File: src/rtl/regfile_wb_arbiter.sv
// Arbitrates the single regfile write port between pipeline writeback (port 0)
// and the multi-cycle unit (port 1). It also tracks registers still owed a port-1 result.
package regfile_wb_arbiter_pkg;
  typedef logic [31:0] data_t;
endpackage

module regfile_wb_arbiter
  import regfile_wb_arbiter_pkg::*;
#(
  parameter int unsigned STARVE_LIMIT = 4
) (
  input  logic        clk,
  input  logic        rst,
  input  logic        p0_valid,
  input  logic [4:0]  p0_rd,
  input  data_t       p0_data,
  output logic        p0_ready,
  input  logic        p1_valid,
  input  logic [4:0]  p1_rd,
  input  data_t       p1_data,
  output logic        p1_ready,
  input  logic        rsv_valid,
  input  logic [4:0]  rsv_rd,
  output logic [31:0] pending,
  output logic        rf_we,
  output logic [4:0]  rf_rd_addr,
  output data_t       rf_rd_data
);

  localparam logic [3:0] LIMIT = 4'(STARVE_LIMIT);

  // Handshake: a port transfers on a cycle where valid && ready are both high.
  // The requester holds valid/rd/data stable until that cycle. Ready depends
  // only on the valids and the starvation count, never on rd or data.
  logic        force1;
  logic        p0_acc;
  logic        p1_acc;
  logic        wr_en;
  logic [4:0]  wr_rd;
  data_t       wr_data;
  logic [3:0]  starve;
  logic [3:0]  starve_next;
  logic [31:0] pending_next;

  always_comb begin
    force1   = p1_valid && (starve == LIMIT);
    p0_ready = !force1;
    p1_ready = force1 || !p0_valid;
    p0_acc   = p0_valid && p0_ready;
    p1_acc   = p1_valid && p1_ready;

    wr_rd   = p0_acc ? p0_rd : p1_rd;
    wr_data = p0_acc ? p0_data : p1_data;
    // x0 writes complete the handshake but never reach the regfile.
    wr_en   = (p0_acc || p1_acc) && (wr_rd != 5'd0);

    starve_next = starve;
    if (!p1_valid || p1_acc) starve_next = 4'd0;
    else if (starve != LIMIT) starve_next = starve + 4'd1;

    // The set is applied after the clear, so a same-cycle reservation wins.
    pending_next = pending;
    if (p1_acc) pending_next[p1_rd] = 1'b0;
    if (rsv_valid && (rsv_rd != 5'd0)) pending_next[rsv_rd] = 1'b1;
    pending_next[0] = 1'b0;
  end

  always_ff @(posedge clk) begin
    if (rst) begin
      starve     <= 4'd0;
      pending    <= 32'd0;
      rf_we      <= 1'b0;
      rf_rd_addr <= 5'd0;
      rf_rd_data <= '0;
    end else begin
      starve     <= starve_next;
      pending    <= pending_next;
      rf_we      <= wr_en;
      rf_rd_addr <= wr_en ? wr_rd : 5'd0;
      rf_rd_data <= wr_en ? wr_data : '0;
    end
  end

endmodule

File: config.mk
export PLATFORM = sky130hd
export DESIGN_NAME = regfile_wb_arbiter
export DESIGN_NICKNAME = d
export VERILOG_FILES = /design/src/rtl/regfile_wb_arbiter.sv
export SDC_FILE = /design/constraint.sdc
export NUM_CORES = 1
export LEC_CHECK = 0
export ABC_AREA = 1
export BUFFER_PORTS_ARGS = -buffer_cell sky130_fd_sc_hd__buf_2
export CORE_MARGIN = 8
export CORE_UTILIZATION = 30
export DETAILED_ROUTE_END_ITERATION = 7
export SYNTH_ARGS = -nofsm -noshare
export SYNTH_HDL_FRONTEND = slang
export SYNTH_SLANG_ARGS = --single-unit
export TNS_END_PERCENT = 10
File: constraint.sdc
create_clock -name clk -period 3.9 [get_ports clk]
set_input_delay 0.78 -clock clk [delete_from_list [all_inputs] [get_ports clk]]
set_output_delay 0.78 -clock clk [all_outputs]
set_load 0.05 [all_outputs]
-- Word level (Yosys, flattened, before mapping)
Cells that the tools add are included.
- bits in read-only memories: 0
- input port bits: 84
- bits in latches: 0
- memories: 0
- RAM bits: 0
- flip-flop bits (word level): 74
- output and inout port bits: 72
- logic and storage cells: 42
- shifts and indexed selects: 0
- reduce and logical (&&, ||, !) cells: 17
- eq/ne operators: 2
- divide/modulo/power cells: 0
- add/subtract/negate cells: 1
- magnitude comparators: 4
- muxes and demuxes: 8
- $mul: 0
- bitwise operators: 4
- operator list (cell ; number):
    32-bit two-way mux ; 3
    32-bit bitwise AND ; 1
    32-bit inverter ; 1
    32-bit OR ; 1
    5-bit by 6-bit < comparator with 1-bit output, second input constant ; 2
    1-bit demux with 5-bit select ; 2
    5-bit by 1-bit greater-or-equal comparator with 1-bit output, second input constant ; 2
    5-bit nonzero test ; 2
    1-bit logical AND ; 7
    5-bit two-way mux ; 1
    4-bit by 1-bit adder with 4-bit output, second input constant ; 1
    4-bit by 3-bit == test with 1-bit output, second input constant ; 1
    4-bit by 3-bit inequality test with 1-bit output, second input constant ; 1
    2-bit OR reduction ; 2
    1-bit logical NOT ; 3
    1-bit logical OR ; 3
    1-bit two-way mux ; 2
    1-bit inverter ; 1

-- Logic depth before layout (Yosys ltp)
Gate-level depths: netlist of run 1.
- depth in word-level cells: 9
- gate-level depth with buffers: 10

-- Worst setup path after synthesis of run 1
No wires, ideal clock.
- path kind: input -> output
- start: in p1_valid
- end: out p1_ready
- buffers on the path: 2
- slack: 1.448 ns
- arrival time: 1.672 ns
- stages: 4
- path through: nand4_4 nand2_4 buf_2 buf_4
- word-level cells in the longest chain between the ends: 2
- ends and longest elaborated chain (what ; RTL line ; RTL):
    start: declaration ; 18 ; input logic p1_valid,
    1-bit logical AND ; 46 ; force1 = p1_valid && (starve == LIMIT);
    1-bit logical OR ; 48 ; p1_ready = force1 || !p0_valid;
    end: declaration ; 21 ; output logic p1_ready,
Every way passes these cells.

-- Final worst setup path of run 1
- start: reg starve[1]
- end: out p1_ready
- word-level cells in the longest chain between the ends: 3
- ends and longest elaborated chain (what ; RTL line ; RTL):
    start: declaration ; 41 ; logic [3:0] starve;
    start signal: assignment ; 76 ; starve <= starve_next;
    4-bit by 3-bit == test with 1-bit output ; 46 ;
    1-bit logical AND ; 46 ;
    1-bit logical OR ; 48 ;
Every way passes these cells.

==> results of run 1 <==
layer usage:
metal  routed length [um]  vias to the layer above  track usage, %  share of wire [%]
li1                     -                     1716               -                  -
met1                 4620                     1455            17.2                 45
met2                 4560                      155            23.2                 44
met3                 1010                       11            5.14                9.8
met4                  141                        0            5.06                1.4
met5                    0                        -               0                  0
report_power, final:
part           leakage (uW)  total (uW)  internal [uW]  switching (uW)
logic               0.00153         311           84.4             227
clock network      0.000105         654            378             276
registers          0.000597         783            774            8.72
total               0.00223        1750           1240             511
worst min-delay path, cell delays in order (launching register included):
cell and delay, ns:
dfxtp_1 0.31, o21ai_0 0.06, a21oi_1 0.06
sequential cells by signal (all words and copies together) (netlist names):
signal and flops:
rf_we 1, rf_rd_data 32, rf_rd_addr 5, pending 31, starve 4
kinds of logic (layout without fill, tap and decap cells):
logic type               after synthesis  after routing  synth area share [%]
AO/OA/AOI/OAI                         71             71                  11.9
AND/OR/NAND/NOR                      234            234                  30.4
flip-flops                            73             73                  46.3
XOR/XNOR                               1              1                 0.278
adder cells (fa/ha/maj)                2              2                 0.793
buffers and inverters                 76            230                  10.2
other                                  1              1                 0.119
layout by cell type (no fill, tap or decap), types with 2 or more instances in the layout:
master      count
ha_1            2
a21oi_1        34
nand4_1         2
bufinv_16       2
dfxtp_1        73
nor3_1         19
nand3b_1        2
clkbuf_8       10
nand3_1         9
buf_2         154
nor2_1         41
inv_1          57
clkinvlp_4      3
o21ai_0        34
nand2_1       157
synth_stat cells:
| cell | n |
|---|---|
| nand2_1 | 157 |
| dfxtp_1 | 73 |
| inv_1 | 57 |
| nor2_1 | 41 |
| a21oi_1 | 34 |
| o21ai_0 | 34 |
| nor3_1 | 19 |
| nand3_1 | 9 |
| clkbuf_1 | 7 |
| buf_2 | 4 |
| buf_6 | 3 |
| buf_4 | 2 |
| ha_1 | 2 |
| nand3b_1 | 2 |
| nand4_1 | 2 |
| a211o_1 | 1 |
| buf_1 | 1 |
| clkinv_1 | 1 |
| conb_1 | 1 |
| inv_2 | 1 |
| nand2_2 | 1 |
| nand2_4 | 1 |
| nand3_2 | 1 |
| nand4_4 | 1 |
| o21ai_2 | 1 |
| o21bai_4 | 1 |
| xnor2_1 | 1 |
cell type report:
cell class | instances | area [sq um]
Tap cell | 136 | 170
Multi-Input combinational cell | 309 | 1370
Sequential cell | 73 | 1460
Fill cell | 1108 | 6040
Clock inverter | 6 | 91.3
Timing Repair Buffer | 155 | 778
Inverter | 59 | 221
Clock buffer | 10 | 138
metrics by stage:
step	hold WS [ns]	utilization, %	instances	instance area [sq um]	total power (uW)
after floorplan	0.482	-	458	3160	1010
after global placement	0.461	39.0	732	4010	1110
after detailed placement	0.464	39.0	732	4010	1110
after CTS	0.474	41.2	748	4230	1770
after global routing	0.499	41.2	748	4230	1840
final	0.471	41.2	748	4230	1750
final timing paths:
path / start / endpoint / slack (ns) / depth (start not counted)
hold reg to reg: pending[10] / pending[10] / 0.47 / 2
hold / removal: pending[10] / pending[10] / 0.47 / 2
setup reg to reg: starve[1] / rf_rd_data[12] / 1.39 / 9
setup / recovery: starve[1] / p1_ready / 1.15 / 5
==> results.cfg, run 1 <==
[synthesis]
synthCells = 458
yosys.area.top_type = dfxtp_1
yosys_warnings = 0
yosysSeqAreaShare_pct = 46.3
ys_ff_latch = 73
synth_area_leaders = dfxtp_1 (46%), nand2_1 (19%), inv_1 (6.8%)
syn-num-nets = 544
netlist_area_sq_mm = 0.00316
netlist.area_leader.share_pct = 46.3
postSynthAreaPerCell_sq_um = 6.89
synthDistinctLibCells = 27

[cts]
htreeDepth = 3
cts-hold-fix-buffers = 0
ctsLongestPathBuffers = 2
cts_resized = 0
post_cts.repair.setup_buffers = 0
clock-sinks = 73
cts-root-buf = clkbuf_8
cts_tree = built
clkLatencyLatePin_ns = 0.34
cts_made_buffers = 9
cts.reportedPaths.clkPinSlew_ns = 0.08

[setup_path]
slowest_delay_ns = 0.39
cp-end-kind = primary output
path_delay_family = simple AND/OR/NAND/NOR gates
critPathSlowestCell = nand2_4
critical_path_class = reg2out
crit_fanout = 45
worstPathRequired_ns = 3.12
cp.arrival_ns = 1.97
start_kind = flip-flop
crit_chain = inv_1, ha_1, nand4_4, nand2_4, buf_2
crit_buf_inv = 2

[grt]
grt.total_usage_pct = 14.4
grt_pass1_wl_um = 16600
grt.overflow.total = 0
grt_max_degree = 46
grt_antenna_before_repair = 0
grt_pass1_vias = 3371

[finish]
nets = 693
drive_gt1_share_pct = 29.1
area_growth_pct = 34.2
antennaDiodeCount = 0

[placed_design]
post-place-ws_ns = 1.10
place_congestion = 0.825
hpwlAfterDp_um = 8090
portBuffers = 154

[sta]
setup_viol = 0
grt_setup_unrepaired = no
fin_crit_sh_pct = 70.4
worstMarginPinSlew_ns = 1.12
final.min_clock_period_ns = 2.75
fin_tns_setup_ns = 0
drv_slew = 0
fin_skew_ns = 0.0102
slew_headroom_pct = 24.4
hold_viol_final = 0
final.setup.worst_slack_ns = 1.15
max_freq_mhz = 364

[routing]
routed-via-count = 3337
first_pass_iters = 5
drt-total-wl_um = 10300
drtIter0Drc = 155
drc_errors = 0
wl_per_cell_um = 13.8
ant_nets = 0
vias_per_cell = 4.46

[floorplan]
die_x_um = 119
core_sq_mm = 0.0103
initial_core_util_pct = 30.7
die_h_um = 119
pin_count = 156
row_count = 37
dieArea_sq_mm = 0.0141

[hold_path]
hp-class = reg2reg

[power_and_ir_drop]
power_density_mw_per_mm2 = 413
ir_drop_v = 0.000183
power_leakage_uw = 0.00223

[job]
cap_viol_max_count = 0

[outcome]
status = complete, no violations
No activity file was read; power rests on OpenSTA's default activity.
==> inputs of run 2 (changes only) <==
- clock period: 3.9 -> 2.6 ns (I/O delays scaled with it)
==> results.cfg, run 2 (synthesis gave the netlist of run 1 again) <==
[outcome]
status = complete, no violations

[sta]
grt_setup_unrepaired = yes
setup_viol = 0
fin_skew_ns = 0.00800
drv_slew = 0
fin_crit_sh_pct = 89.1
slew_headroom_pct = 45.1
max_freq_mhz = 432
final.min_clock_period_ns = 2.32
worstMarginPinSlew_ns = 0.821
fin_tns_setup_ns = 0
hold_viol_final = 0

[power_and_ir_drop]
p_sw_share_pct = 29.2
ir_drop_v = 0.000206
power_leakage_uw = 0.00226
combinationalPowerShare_pct = 18.1
seqPwrFrac_pct = 44.8
power_frac_clock_pct = 37.1
p_int_uw = 1850
switching_power_uw = 766
power_density_mw_per_mm2 = 612

[setup_path]
r2r_setup_slack_ns = 0.28
cp.depth = 9
critical_path.reg2reg.startpoint = starve[0]
start_kind = flip-flop
slowest_delay_ns = 0.67
endpoint = rf_rd_data[11]
cp.arrival_ns = 2.50
crit_chain = inv_1, ha_1, nand4_4, nand2_8, nand2_1, o21ai_2, nand2_2, o21bai_4, nor2_1
crit_buf_inv = 1
critical_path_class = reg2reg
crit_fanout = 36
worstReg2RegEnd = rf_rd_data[11]
crit_path_start = starve[0]
cp-end-kind = flip-flop
worstPathRequired_ns = 2.78
path_delay_family = compound AO/OA/AOI/OAI gates
r2r_cells = 9
critPathSlowestCell = o21bai_4

[grt]
grt_max_degree = 37
grt_pass1_vias = 3429
grt.total_usage_pct = 14.6
grt.overflow.total = 0
grt_pass1_wl_um = 16900
grt_antenna_before_repair = 0

[floorplan]
dieArea_sq_mm = 0.0141
pin_count = 156
row_count = 37
initial_core_util_pct = 30.7
core_sq_mm = 0.0103
die_h_um = 119
die_x_um = 119

[placed_design]
dp_cells = 738
place_congestion = 0.821
portBuffers = 154
hpwlAfterDp_um = 8040
postPlaceCellArea_sq_mm = 0.00405

[finish]
final_cells = 753
nets = 699
regMostFlops = rf_rd_data
reg.largest.list = rf_rd_data: 32 flops, pending: 31 flops, rf_rd_addr: 5 flops
area_growth_pct = 35.5
fin_area_sq_mm = 0.00428
fillerInstances = 1117
final_common_cell = nand2_1
final_cell_mix = nand2_1 (157), buf_2 (154), dfxtp_1 (73)
antennaDiodeCount = 0
largest_reg_flops = 32
drive_gt1_share_pct = 29.7

[routing]
drtIter0Drc = 135
drc_errors = 0
routed-via-count = 3359
wl_per_cell_um = 13.7
first_pass_iters = 4
ant_nets = 0
drt-total-wl_um = 10300
vias_per_cell = 4.46

[hold_path]
hp-class = in2reg

[cts]
clock-sinks = 73
htreeDepth = 3
cts_tree = built
cts-hold-fix-buffers = 0
clkLatencyLatePin_ns = 0.33
cts.reportedPaths.clkPinSlew_ns = 0.08
ctsLongestPathBuffers = 2
cts_made_buffers = 9
cts-root-buf = clkbuf_8
post_cts.repair.setup_buffers = 0

[job]
cap_viol_max_count = 0
-- run 2: through the flow --
stage	util, %	setup slack [ns]	hold WS (ns)	power, uW
2_1_floorplan	-	0.533	0.482	1520
3_3_place_gp	39.4	0.379	0.463	1670
3_5_place_dp	39.4	0.209	0.466	1670
4_1_cts	41.5	0.176	0.443	2650
5_1_grt	41.6	-0.00712	0.471	2740
6_report	41.6	0.285	0.459	2620
-- run 2: timing repair --
item,in CTS,in global routing
endpoints found under the setup margin,0,35
resized for setup,0,1
hold endpoints to repair,0,0
-- run 2: metal layers --
metal	global-route usage, %	vias up	share of wire (%)
li1	-	1721	-
met1	18.1	1478	46
met2	23.2	141	43
met3	5.00	19	8.8
met4	4.98	0	1.7
met5	0	-	0
-- run 2: power by group through the flow --
| stage | clock network (uW) | logic [uW] | registers, uW |
|---|---|---|---|
| floorplan | 0 | 168 | 1350 |
| global placement | 0 | 471 | 1200 |
| detailed placement | 0 | 474 | 1200 |
| CTS | 999 | 476 | 1170 |
| global route | 1050 | 518 | 1180 |
| finish | 971 | 474 | 1170 |
-- run 2: layout make-up --
| type | count | area, sq um | share of cell area, % |
|---|---|---|---|
| flip-flops and latches | 73 | 1460 | 34.2 |
| multi-input cells | 309 | 1380 | 32.3 |
| well taps | 136 | 170 | 3.98 |
| inverters | 59 | 221 | 5.18 |
| repair buffers | 161 | 823 | 19.3 |
| clock buffers | 10 | 138 | 3.22 |
| clock inverters | 5 | 80.1 | 1.87 |
-- run 2: worst reg2reg max path, cell delays in order (launching register included) --
cell and delay (ns):
dfxtp_1 0.34, inv_1 0.09, ha_1 0.28, nand4_4 0.20, nand2_8 0.21, nand2_1 0.11, o21ai_2 0.08, nand2_2 0.08
o21bai_4 0.67, nor2_1 0.10
-- run 2: how the worst min path moves through the flow --
stage	from	to	slack (ns)	cells after the start
4_1_cts	p0_rd[1]	rf_rd_addr[1]	0.44	3
3_3_place_gp	pending[10]	pending[10]	0.46	2
3_5_place_dp	pending[30]	pending[30]	0.47	2
2_1_floorplan	starve[1]	starve[1]	0.48	2
6_report	p0_rd[1]	rf_rd_addr[1]	0.46	3
5_1_grt	p0_rd[1]	rf_rd_addr[1]	0.47	3
==> inputs of run 3 (changes only) <==
- REMOVE_ABC_BUFFERS: default -> 1
==> results.cfg, run 3 (synthesis gave the netlist of run 1 again) <==
[finish]
regMostFlops = rf_rd_data
drive_gt1_share_pct = 29.4
fillerInstances = 1096
reg.largest.list = rf_rd_data: 32 flops, pending: 31 flops, rf_rd_addr: 5 flops
nets = 700
final_cell_mix = nand2_1 (157), buf_2 (154), dfxtp_1 (73)
area_growth_pct = 34.2
final_common_cell = nand2_1
largest_reg_flops = 32
antennaDiodeCount = 0

[sta]
fin_crit_sh_pct = 89.0
slew_headroom_pct = 62.8
hold_viol_final = 0
max_freq_mhz = 432
worstMarginPinSlew_ns = 0.554
drv_slew = 0
final.min_clock_period_ns = 2.31
fin_tns_setup_ns = 0
setup_viol = 0
fin_skew_ns = 0.00851
grt_setup_unrepaired = no
hold_ws_ns = 0.474

[grt]
grt_max_degree = 37
grt.overflow.total = 0
grt.total_usage_pct = 14.5
grt_antenna_before_repair = 1
grt_pass1_vias = 3444
grt_pass1_wl_um = 16800

[cts]
cts-hold-fix-buffers = 0
cts-root-buf = clkbuf_8
cts_tree = built
ctsLongestPathBuffers = 2
htreeDepth = 3
clkLatencyLatePin_ns = 0.33
cts_resized = 0
post_cts.repair.setup_buffers = 0
clock-sinks = 73
cts.reportedPaths.clkPinSlew_ns = 0.07
cts_made_buffers = 9

[power_and_ir_drop]
ir_drop_v = 0.000239
power_leakage_uw = 0.00225
power_density_mw_per_mm2 = 586

[outcome]
status = complete, no violations

[setup_path]
crit_fanout = 22
cp-end-kind = primary output
crit_chain = inv_1, ha_1, nand4_4, nand2_4, buf_2
worstPathRequired_ns = 2.08
start_kind = flip-flop
slowest_delay_ns = 0.34
critPathSlowestCell = dfxtp_1
cp.arrival_ns = 1.79
critical_path_class = reg2out

[routing]
routed-via-count = 3397
drc_errors = 0
first_pass_iters = 4
ant_nets = 0
drtIter0Drc = 139
vias_per_cell = 4.51
wl_per_cell_um = 14.0
drt-total-wl_um = 10500

[hold_path]
hp-class = reg2reg

[floorplan]
initial_core_util_pct = 30.7
die_h_um = 119
core_sq_mm = 0.0103
dieArea_sq_mm = 0.0141
die_x_um = 119
pin_count = 156
row_count = 37

[placed_design]
portBuffers = 154
place_congestion = 0.878
hpwlAfterDp_um = 8190

[job]
cap_viol_max_count = 0
[run 3: cell count changes in the layout (fill, tap and decap cells not counted)]
cell / delta
buf_4: +1
bufinv_16: -1
clkbuf_1: +2
clkbuf_8: -1
clkinv_2: +2
clkinvlp_4: -2
nand2_4: +1
nand2_8: -1
[run 3: per-layer routing]
| metal | GRT usage, % | routed length [um] | vias up |
|---|---|---|---|
| met3 | 5.62 | 1160 | 15 |
| met2 | 23.1 | 4610 | 163 |
| met4 | 5.06 | 148 | 2 |
| met5 | 0 | 11 | - |
| li1 | - | - | 1725 |
| met1 | 17.4 | 4600 | 1492 |
[run 3: final timing paths]
check	startpoint	to	slack, ns	cells after the start
setup reg to reg	starve[0]	rf_rd_data[6]	0.52	10
hold reg to reg	pending[13]	pending[13]	0.47	2
setup / recovery	starve[0]	p1_ready	0.29	5
hold / removal	pending[13]	pending[13]	0.47	2
[run 3: worst max-delay path, delay by kind of cell (launching register included)]
family	cells	cell delay [ns]
buf+inv	2	0.42
simple gates	2	0.43
flops	1	0.34
fa+ha+maj	1	0.27
[run 3: metrics by stage]
step / cell area (sq um) / setup slack [ns] / utilization, % / instances / total power, uW
after floorplan: 3060 / 0.219 / - / 441 / 1500
after global placement: 4060 / 0.613 / 39.5 / 739 / 1670
after detailed placement: 4060 / 0.505 / 39.5 / 739 / 1680
after CTS: 4230 / 0.272 / 41.2 / 754 / 2520
after global routing: 4230 / 0.183 / 41.2 / 754 / 2610
final: 4230 / 0.286 / 41.2 / 754 / 2480
[run 3: report_power, final]
group,switching [uW],internal (uW)
Combinational,343,132
Clock,399,434
Sequential,12.6,1160
Total,754,1730
[run 3: layout make-up]
| class | instances | area [sq um] | area share, % |
|---|---|---|---|
| Clock buffer | 11 | 131 | 3.10 |
| Multi-Input combinational cell | 309 | 1370 | 32.4 |
| Inverter | 59 | 221 | 5.23 |
| Tap cell | 136 | 170 | 4.02 |
| Timing Repair Buffer | 162 | 831 | 19.6 |
| Clock inverter | 4 | 45.0 | 1.06 |
| Sequential cell | 73 | 1460 | 34.5 |
